**config.mk**
```make
export PLATFORM = sky130hd
export DESIGN_NAME = mem_access_stage
export DESIGN_NICKNAME = d
export VERILOG_FILES = /design/src/rtl/riscv_pipe_pkg.sv /design/src/rtl/mem_wb_reg.sv /design/src/rtl/mem_access_stage.sv
export SDC_FILE = /design/constraint.sdc
export NUM_CORES = 1
export LEC_CHECK = 0
export ABC_AREA = 1
export BUFFER_PORTS_ARGS = -buffer_cell sky130_fd_sc_hd__buf_2
export CORE_AREA = 5 5 231 233
export CTS_CLUSTER_SIZE = 16
export DETAILED_ROUTE_END_ITERATION = 8
export DIE_AREA = 0 0 236 238
export PLACE_DENSITY = 0.43
export SYNTH_ARGS = -nofsm -noshare
export SYNTH_HDL_FRONTEND = slang
export SYNTH_HIERARCHICAL = 1
export SYNTH_SLANG_ARGS = --single-unit
```
**constraint.sdc**
```tcl
create_clock -name clk -period 8.8 [get_ports clk]
set_input_delay 0 -clock clk [delete_from_list [all_inputs] [get_ports clk]]
set_output_delay 0 -clock clk [all_outputs]
set_load 0.05 [all_outputs]
```
**src/rtl/riscv_pipe_pkg.sv**
```systemverilog
// Shared types and constants for the RV64 pipeline memory stage.
package riscv_pipe_pkg;

  localparam int XLEN         = 64;
  localparam int REG_ADDR_W   = 5;
  localparam int MAX_WAIT_DEF = 15;

  // Memory-stage handshake state.
  typedef enum logic {
    IDLE = 1'b0,
    BUSY = 1'b1
  } mem_state_t;

  // Width of a counter that must be able to hold the value max_wait.
  function automatic int wait_cnt_w(input int max_wait);
    return (max_wait < 1) ? 1 : $clog2(max_wait + 1);
  endfunction

  localparam int WAIT_CNT_W = wait_cnt_w(MAX_WAIT_DEF);

endpackage

```
**src/rtl/mem_wb_reg.sv**
```systemverilog
// MEM/WB pipeline register (IR4) with load, bubble and hold controls.
// Bubble has priority over load; with neither asserted the register holds.
module mem_wb_reg #(
  parameter int XLEN       = 64,
  parameter int REG_ADDR_W = 5
) (
  input  logic                  clk,
  input  logic                  reset,
  input  logic                  i_load,
  input  logic                  i_bubble,
  input  logic                  i_regwrite,
  input  logic                  i_memtoreg,
  input  logic [XLEN-1:0]       i_readdata,
  input  logic [XLEN-1:0]       i_result,
  input  logic [REG_ADDR_W-1:0] i_rd,
  output logic                  o_regwrite,
  output logic                  o_memtoreg,
  output logic [XLEN-1:0]       o_readdata,
  output logic [XLEN-1:0]       o_result,
  output logic [REG_ADDR_W-1:0] o_rd
);

  logic                  r_regwrite;
  logic                  r_memtoreg;
  logic [XLEN-1:0]       r_readdata;
  logic [XLEN-1:0]       r_result;
  logic [REG_ADDR_W-1:0] r_rd;

  // IR4 update: clear on reset or bubble, capture on load, otherwise hold.
  always_ff @(posedge clk or posedge reset) begin
    if (reset) begin
      r_regwrite <= 1'b0;
      r_memtoreg <= 1'b0;
      r_readdata <= '0;
      r_result   <= '0;
      r_rd       <= '0;
    end else if (i_bubble) begin
      r_regwrite <= 1'b0;
      r_memtoreg <= 1'b0;
      r_readdata <= '0;
      r_result   <= '0;
      r_rd       <= '0;
    end else if (i_load) begin
      r_regwrite <= i_regwrite;
      r_memtoreg <= i_memtoreg;
      r_readdata <= i_readdata;
      r_result   <= i_result;
      r_rd       <= i_rd;
    end
  end

  assign o_regwrite = r_regwrite;
  assign o_memtoreg = r_memtoreg;
  assign o_readdata = r_readdata;
  assign o_result   = r_result;
  assign o_rd       = r_rd;

endmodule

```
**src/rtl/mem_access_stage.sv**
```systemverilog
// MEM stage of the 5-stage RV64 core: runs loads/stores on the data memory
// through a req/ack handshake, stalls the front of the pipe while an access is
// outstanding, resolves the branch, and drives the MEM/WB register.
module mem_access_stage
  import riscv_pipe_pkg::*;
#(
  parameter int XLEN       = riscv_pipe_pkg::XLEN,
  parameter int REG_ADDR_W = riscv_pipe_pkg::REG_ADDR_W,
  parameter int MAX_WAIT   = riscv_pipe_pkg::MAX_WAIT_DEF
) (
  input  logic                  clk,
  input  logic                  reset,
  input  logic                  RegWrite_IR3,
  input  logic                  MemtoReg_IR3,
  input  logic                  Branch_IR3,
  input  logic                  MemRead_IR3,
  input  logic                  MemWrite_IR3,
  input  logic [XLEN-1:0]       out_IR3,
  input  logic                  zero_IR3,
  input  logic [XLEN-1:0]       Result_IR3,
  input  logic [XLEN-1:0]       readData2_IR3,
  input  logic [REG_ADDR_W-1:0] instb_IR3,
  output logic                  dmem_req,
  output logic                  dmem_we,
  output logic [XLEN-1:0]       dmem_addr,
  output logic [XLEN-1:0]       dmem_wdata,
  input  logic                  dmem_ack,
  input  logic [XLEN-1:0]       dmem_rdata,
  output logic                  mem_stall,
  output logic                  pcsrc,
  output logic [XLEN-1:0]       branch_target,
  output logic                  mem_err,
  output logic                  RegWrite_IR4,
  output logic                  MemtoReg_IR4,
  output logic [XLEN-1:0]       ReadData_IR4,
  output logic [XLEN-1:0]       Result_IR4,
  output logic [REG_ADDR_W-1:0] instb_IR4
);

  localparam int CNT_W = wait_cnt_w(MAX_WAIT);
  // Counter value seen in the last BUSY cycle before giving up.
  localparam logic [CNT_W-1:0] CNT_LAST = CNT_W'(MAX_WAIT - 1);

  mem_state_t        r_state;
  logic [CNT_W-1:0]  r_cnt;
  logic [XLEN-1:0]   r_addr;
  logic [XLEN-1:0]   r_wdata;
  logic              r_we;
  logic              r_err;

  logic              w_idle;
  logic              w_busy;
  logic              w_access;
  logic              w_start;
  logic              w_ack;
  logic              w_timeout;
  logic              w_wait;
  logic              w_ir4_load;
  logic              w_ir4_bubble;
  logic [XLEN-1:0]   w_ir4_rdata;

  assign w_idle   = (r_state == IDLE);
  assign w_busy   = (r_state == BUSY);
  assign w_access = MemRead_IR3 | MemWrite_IR3;

  // A new access is accepted only from IDLE; ack is meaningful only in BUSY.
  assign w_start   = w_idle & w_access;
  assign w_ack     = w_busy & dmem_ack;
  assign w_timeout = w_busy & ~dmem_ack & (r_cnt == CNT_LAST);
  assign w_wait    = w_busy & ~dmem_ack & ~w_timeout;

  // Entering BUSY emits a bubble; a timed-out access is dropped as a bubble too.
  assign w_ir4_bubble = w_start | w_timeout;
  assign w_ir4_load   = (w_idle & ~w_access) | w_ack;
  // Store completions and non-memory ops carry no load data.
  assign w_ir4_rdata  = (w_ack & ~r_we) ? dmem_rdata : '0;

  assign mem_stall     = w_start | w_wait;
  assign pcsrc         = Branch_IR3 & zero_IR3 & ~mem_stall;
  assign branch_target = out_IR3;

  assign dmem_req   = w_busy;
  assign dmem_we    = r_we;
  assign dmem_addr  = r_addr;
  assign dmem_wdata = r_wdata;
  assign mem_err    = r_err;

  // Handshake FSM: latch the request on entry, count unacknowledged BUSY
  // cycles, and return to IDLE on ack or timeout (timeout sets sticky error).
  always_ff @(posedge clk or posedge reset) begin
    if (reset) begin
      r_state <= IDLE;
      r_cnt   <= '0;
      r_addr  <= '0;
      r_wdata <= '0;
      r_we    <= 1'b0;
      r_err   <= 1'b0;
    end else begin
      case (r_state)
        IDLE: begin
          if (w_access) begin
            r_state <= BUSY;
            r_cnt   <= '0;
            r_addr  <= Result_IR3;
            r_wdata <= readData2_IR3;
            r_we    <= MemWrite_IR3;
          end
        end
        BUSY: begin
          if (dmem_ack) begin
            r_state <= IDLE;
          end else if (w_timeout) begin
            r_state <= IDLE;
            r_err   <= 1'b1;
          end else begin
            r_cnt <= r_cnt + 1'b1;
          end
        end
        default: r_state <= IDLE;
      endcase
    end
  end

  mem_wb_reg #(
    .XLEN       (XLEN),
    .REG_ADDR_W (REG_ADDR_W)
  ) u_ir4 (
    .clk        (clk),
    .reset      (reset),
    .i_load     (w_ir4_load),
    .i_bubble   (w_ir4_bubble),
    .i_regwrite (RegWrite_IR3),
    .i_memtoreg (MemtoReg_IR3),
    .i_readdata (w_ir4_rdata),
    .i_result   (Result_IR3),
    .i_rd       (instb_IR3),
    .o_regwrite (RegWrite_IR4),
    .o_memtoreg (MemtoReg_IR4),
    .o_readdata (ReadData_IR4),
    .o_result   (Result_IR4),
    .o_rd       (instb_IR4)
  );

endmodule

```
==> flow_metrics.py <==
metrics = {
    "outcome": {
        "status": "completed",
    },
    "worst_setup_path": {
        "slowest_stage": "buf_4",
        "r2r-start": "dmem_req$_DFF_PP0_",
        "worstSetupStartpointType": "register",
        "worstPathRequired_ps": 9250,
        "criticalPathCategory": "register to register",
        "endpoint_kind": "register",
        "path_buf_inv": 4,
        "crit_fanout": 73,
        "cpPeakStageDelay_ps": 770,
        "path_delay_family": "buffers and inverters",
        "r2r-end": "u_ir4/o_result[51]$_DFFE_PP0P_",
        "rr_worst_depth": 9,
        "cp.depth": 9,
        "r2r_setup_slack_ps": 5680,
        "crit_chain": "inv_2, o21ai_4, buf_4, nand2_1, nor2_4, buf_4, buf_4, nand2_1, nand2_1",
        "cp.arrival_ps": 3570,
    },
    "power_and_ir_drop": {
        "power_density_nw_per_um2": 324,
        "sw_frac_of_total": 0.474,
        "p_leak_nw": 9.80,
        "p_clk_frac": 0.251,
        "p_int_mw": 2.90,
        "vdd_drop_max_uv": 195,
        "comb_power_share": 0.431,
        "p_switching_mw": 2.61,
        "pwr-share-seq": 0.318,
    },
    "global_route": {
        "antenna_found_initial": 1,
        "first_global_vias": 11300,
        "grt_max_degree": 89,
        "grt_usage": 0.150,
        "grt.overflow.total": 0,
        "grt_pass1_wl_mm": 67.6,
    },
    "logic_synthesis": {
        "synth_top_area_cell": "dfrtp_1",
        "ys_seq_area_frac": 0.588,
        "yosysWarnings": 6,
        "synth_ff_type": "dfrtp_1",
        "synth_async_sr_flop_share": 1.00,
        "ys_ff_latch": 270,
        "synth_nets": 1642,
        "synth_area_leaders": "dfrtp_1 (59%), nand2_1 (22%), nand3_1 (6.1%)",
        "syn_inst": 1370,
        "post-synth-top-count-cell": "nand2_1",
        "synth_area_sq_um": 11500,
        "synth_cell_types": 21,
        "synth_common_cells": "nand2_1 (665), dfrtp_1 (270), nand3_1 (140)",
        "synth_top_area_frac": 0.588,
        "synth_edf_count": 0,
        "avgSynthCellArea_sq_um": 8.38,
    },
    "sta": {
        "layout_min_cycle_time_ps": 3120,
        "hold_viol_final": 0,
        "drv_slew": 0,
        "finClkSkew_ps": 14.1,
        "worst_pin_slew_ps": 1010,
        "setup_violations": 0,
        "fmax_mhz": 320,
        "worst_hold_slack_ps": 0.0176,
        "post-route-period-util": 0.355,
        "rsz0062_at_grt": "no",
        "setup_tns_ps": 0,
        "fin_ws_ps": 5680,
        "relSlewSlack": 0.327,
    },
    "placed_design": {
        "hpwl_mm": 29.0,
        "routabilityCongestion": 0.800,
        "dp_slack_ps": 5550,
        "placedCellCount": 2393,
        "io_buffers": 473,
    },
    "clock_tree": {
        "cts_num_sinks": 270,
        "cts_buffers": 34,
        "ctsHtreeMaxLevel": 2,
        "clk_latency_ps": 530,
        "clk_pin_slew_ps": 60,
        "cts_tree": "built",
        "holdBufCountCts": 202,
        "clock_path_buffers": 3,
        "post_cts_resized": 0,
        "cts_root_buffer": "clkbuf_16",
        "cts_setup_buffers": 0,
    },
    "floorplanning": {
        "io_pins": 602,
        "die_h_um": 238,
        "start_util": 0.225,
        "rows": 83,
        "fp.dieW_um": 236,
        "core_sq_um": 51000,
        "dieArea_sq_um": 56200,
    },
    "drt": {
        "wirelength_mm": 43.4,
        "wl_per_cell_um": 16.4,
        "post-route-drc-count": 0,
        "first_pass_iters": 4,
        "vias": 10800,
        "drtAntennaViolNets": 0,
        "drt_first_iter_violations": 551,
        "routed_via_density": 4.08,
    },
    "cells_and_area": {
        "fillerInstances": 5370,
        "drive_above_1_share": 0.276,
        "fin_cells": 2651,
        "layout.nets": 2223,
        "finalCoreUtilization": 0.334,
        "syn2layout_area_growth_pct": 48.3,
    },
    "hold_path": {
        "hold_end": "branch_target[39]",
        "min_path_cells": 0,
        "hold_start": "out_IR3[39]",
        "hp-class": "input pin to primary output",
    },
    "flow_run": {
        "cap_viol_max_count": 0,
    },
}
==> logic make-up (layout without fill, tap and decap cells) <==
logic type / count (synthesis) / count (layout) / synth area share
AO/OA/AOI/OAI: 6 / 6 / 0.00294
XOR/XNOR: 1 / 1 / 0.000763
adder cells (fa/ha/maj): 2 / 2 / 0.00218
buffers and inverters: 215 / 815 / 0.103
flip-flops: 270 / 270 / 0.588
other: 0 / 1 / 0
AND/OR/NAND/NOR: 876 / 876 / 0.303
==> cells in the final DEF (no fill, tap or decap) <==
cell,Yosys,final
a21oi_1,2,2
buf_2,38,473
buf_4,72,11
bufinv_16,0,2
clkbuf_1,22,6
clkbuf_16,0,35
clkbuf_8,0,7
clkinv_2,0,3
clkinvlp_4,0,1
dfrtp_1,270,270
diode_2,0,1
dlygate4sd3_1,0,202
ha_1,2,2
inv_1,71,69
inv_2,3,1
inv_4,0,2
inv_6,0,3
nand2_1,665,665
nand2_2,1,1
nand3_1,140,139
nand3_2,0,1
nand4_1,2,2
nor2_1,66,65
nor2_2,1,1
nor2_4,1,2
o21ai_0,2,2
o21ai_1,1,1
o21ai_4,0,1
xor2_1,1,1
==> worst max-delay path by stage <==
stage	from	end	slack (ps)
6_report	dmem_req$_DFF_PP0_	u_ir4/o_result[51]$_DFFE_PP0P_	5680
5_1_grt	dmem_req$_DFF_PP0_	u_ir4/o_readdata[38]$_DFFE_PP0P_	5260
4_1_cts	dmem_req$_DFF_PP0_	u_ir4/o_result[51]$_DFFE_PP0P_	5510
3_5_place_dp	dmem_req$_DFF_PP0_	u_ir4/o_result[51]$_DFFE_PP0P_	5550
3_3_place_gp	dmem_req$_DFF_PP0_	u_ir4/o_readdata[8]$_DFFE_PP0P_	5590
2_1_floorplan	reset	dmem_addr[0]$_DFFE_PP0P_	5190
==> metrics by stage <==
stage               instance area, sq um  total power [mW]
floorplan                          11500              3.53
global placement                   13900              4.11
detailed placement                 13900              4.11
CTS                                17000              5.61
global route                       17000              5.83
finish                             17000              5.52
==> worst reg2reg max path, stage by stage, from the launching register on <==
cell and delay [ps]:
dfrtp_1 420, inv_2 90, o21ai_4 80, buf_4 490, nand2_1 250, nor2_4 140, buf_4 550, buf_4 770
nand2_1 180, nand2_1 90
==> layer usage <==
metal,GRT usage,wire length [um],vias to the layer above
li1,-,-,5254
met1,0.191,18400,5090
met2,0.237,19800,419
met3,0.0613,4270,61
met4,0.0417,994,0
met5,0,0,-
==> power by group through the flow <==
stage / Combinational (mW) / Clock (mW) / Sequential (mW)
6_report: 2.37 / 1.39 / 1.75
5_1_grt: 2.54 / 1.50 / 1.80
4_1_cts: 2.41 / 1.44 / 1.76
3_5_place_dp: 2.34 / 0 / 1.77
3_3_place_gp: 2.34 / 0 / 1.76
2_1_floorplan: 0.640 / 0 / 2.89
==> state kept, by name, summed over array words and instances (netlist names) <==
signal,flops
dmem_addr,64
dmem_req,1
dmem_wdata,64
dmem_we,1
mem_err,1
r_cnt,4
u_ir4/o_memtoreg,1
u_ir4/o_rd,5
u_ir4/o_readdata,64
u_ir4/o_regwrite,1
u_ir4/o_result,64
==> area by class of cell <==
cell class,instances,area (sq um),share of cell area
flip-flops and latches,270,6760,0.397
repair buffers,686,4470,0.263
multi-input cells,885,3570,0.210
clock buffers,48,995,0.0584
well taps,680,851,0.0500
inverters,74,293,0.0172
clock inverters,7,91.3,0.00536
diodes,1,2.50,0.000147
Note: power is estimated with default switching activity, not from simulation.
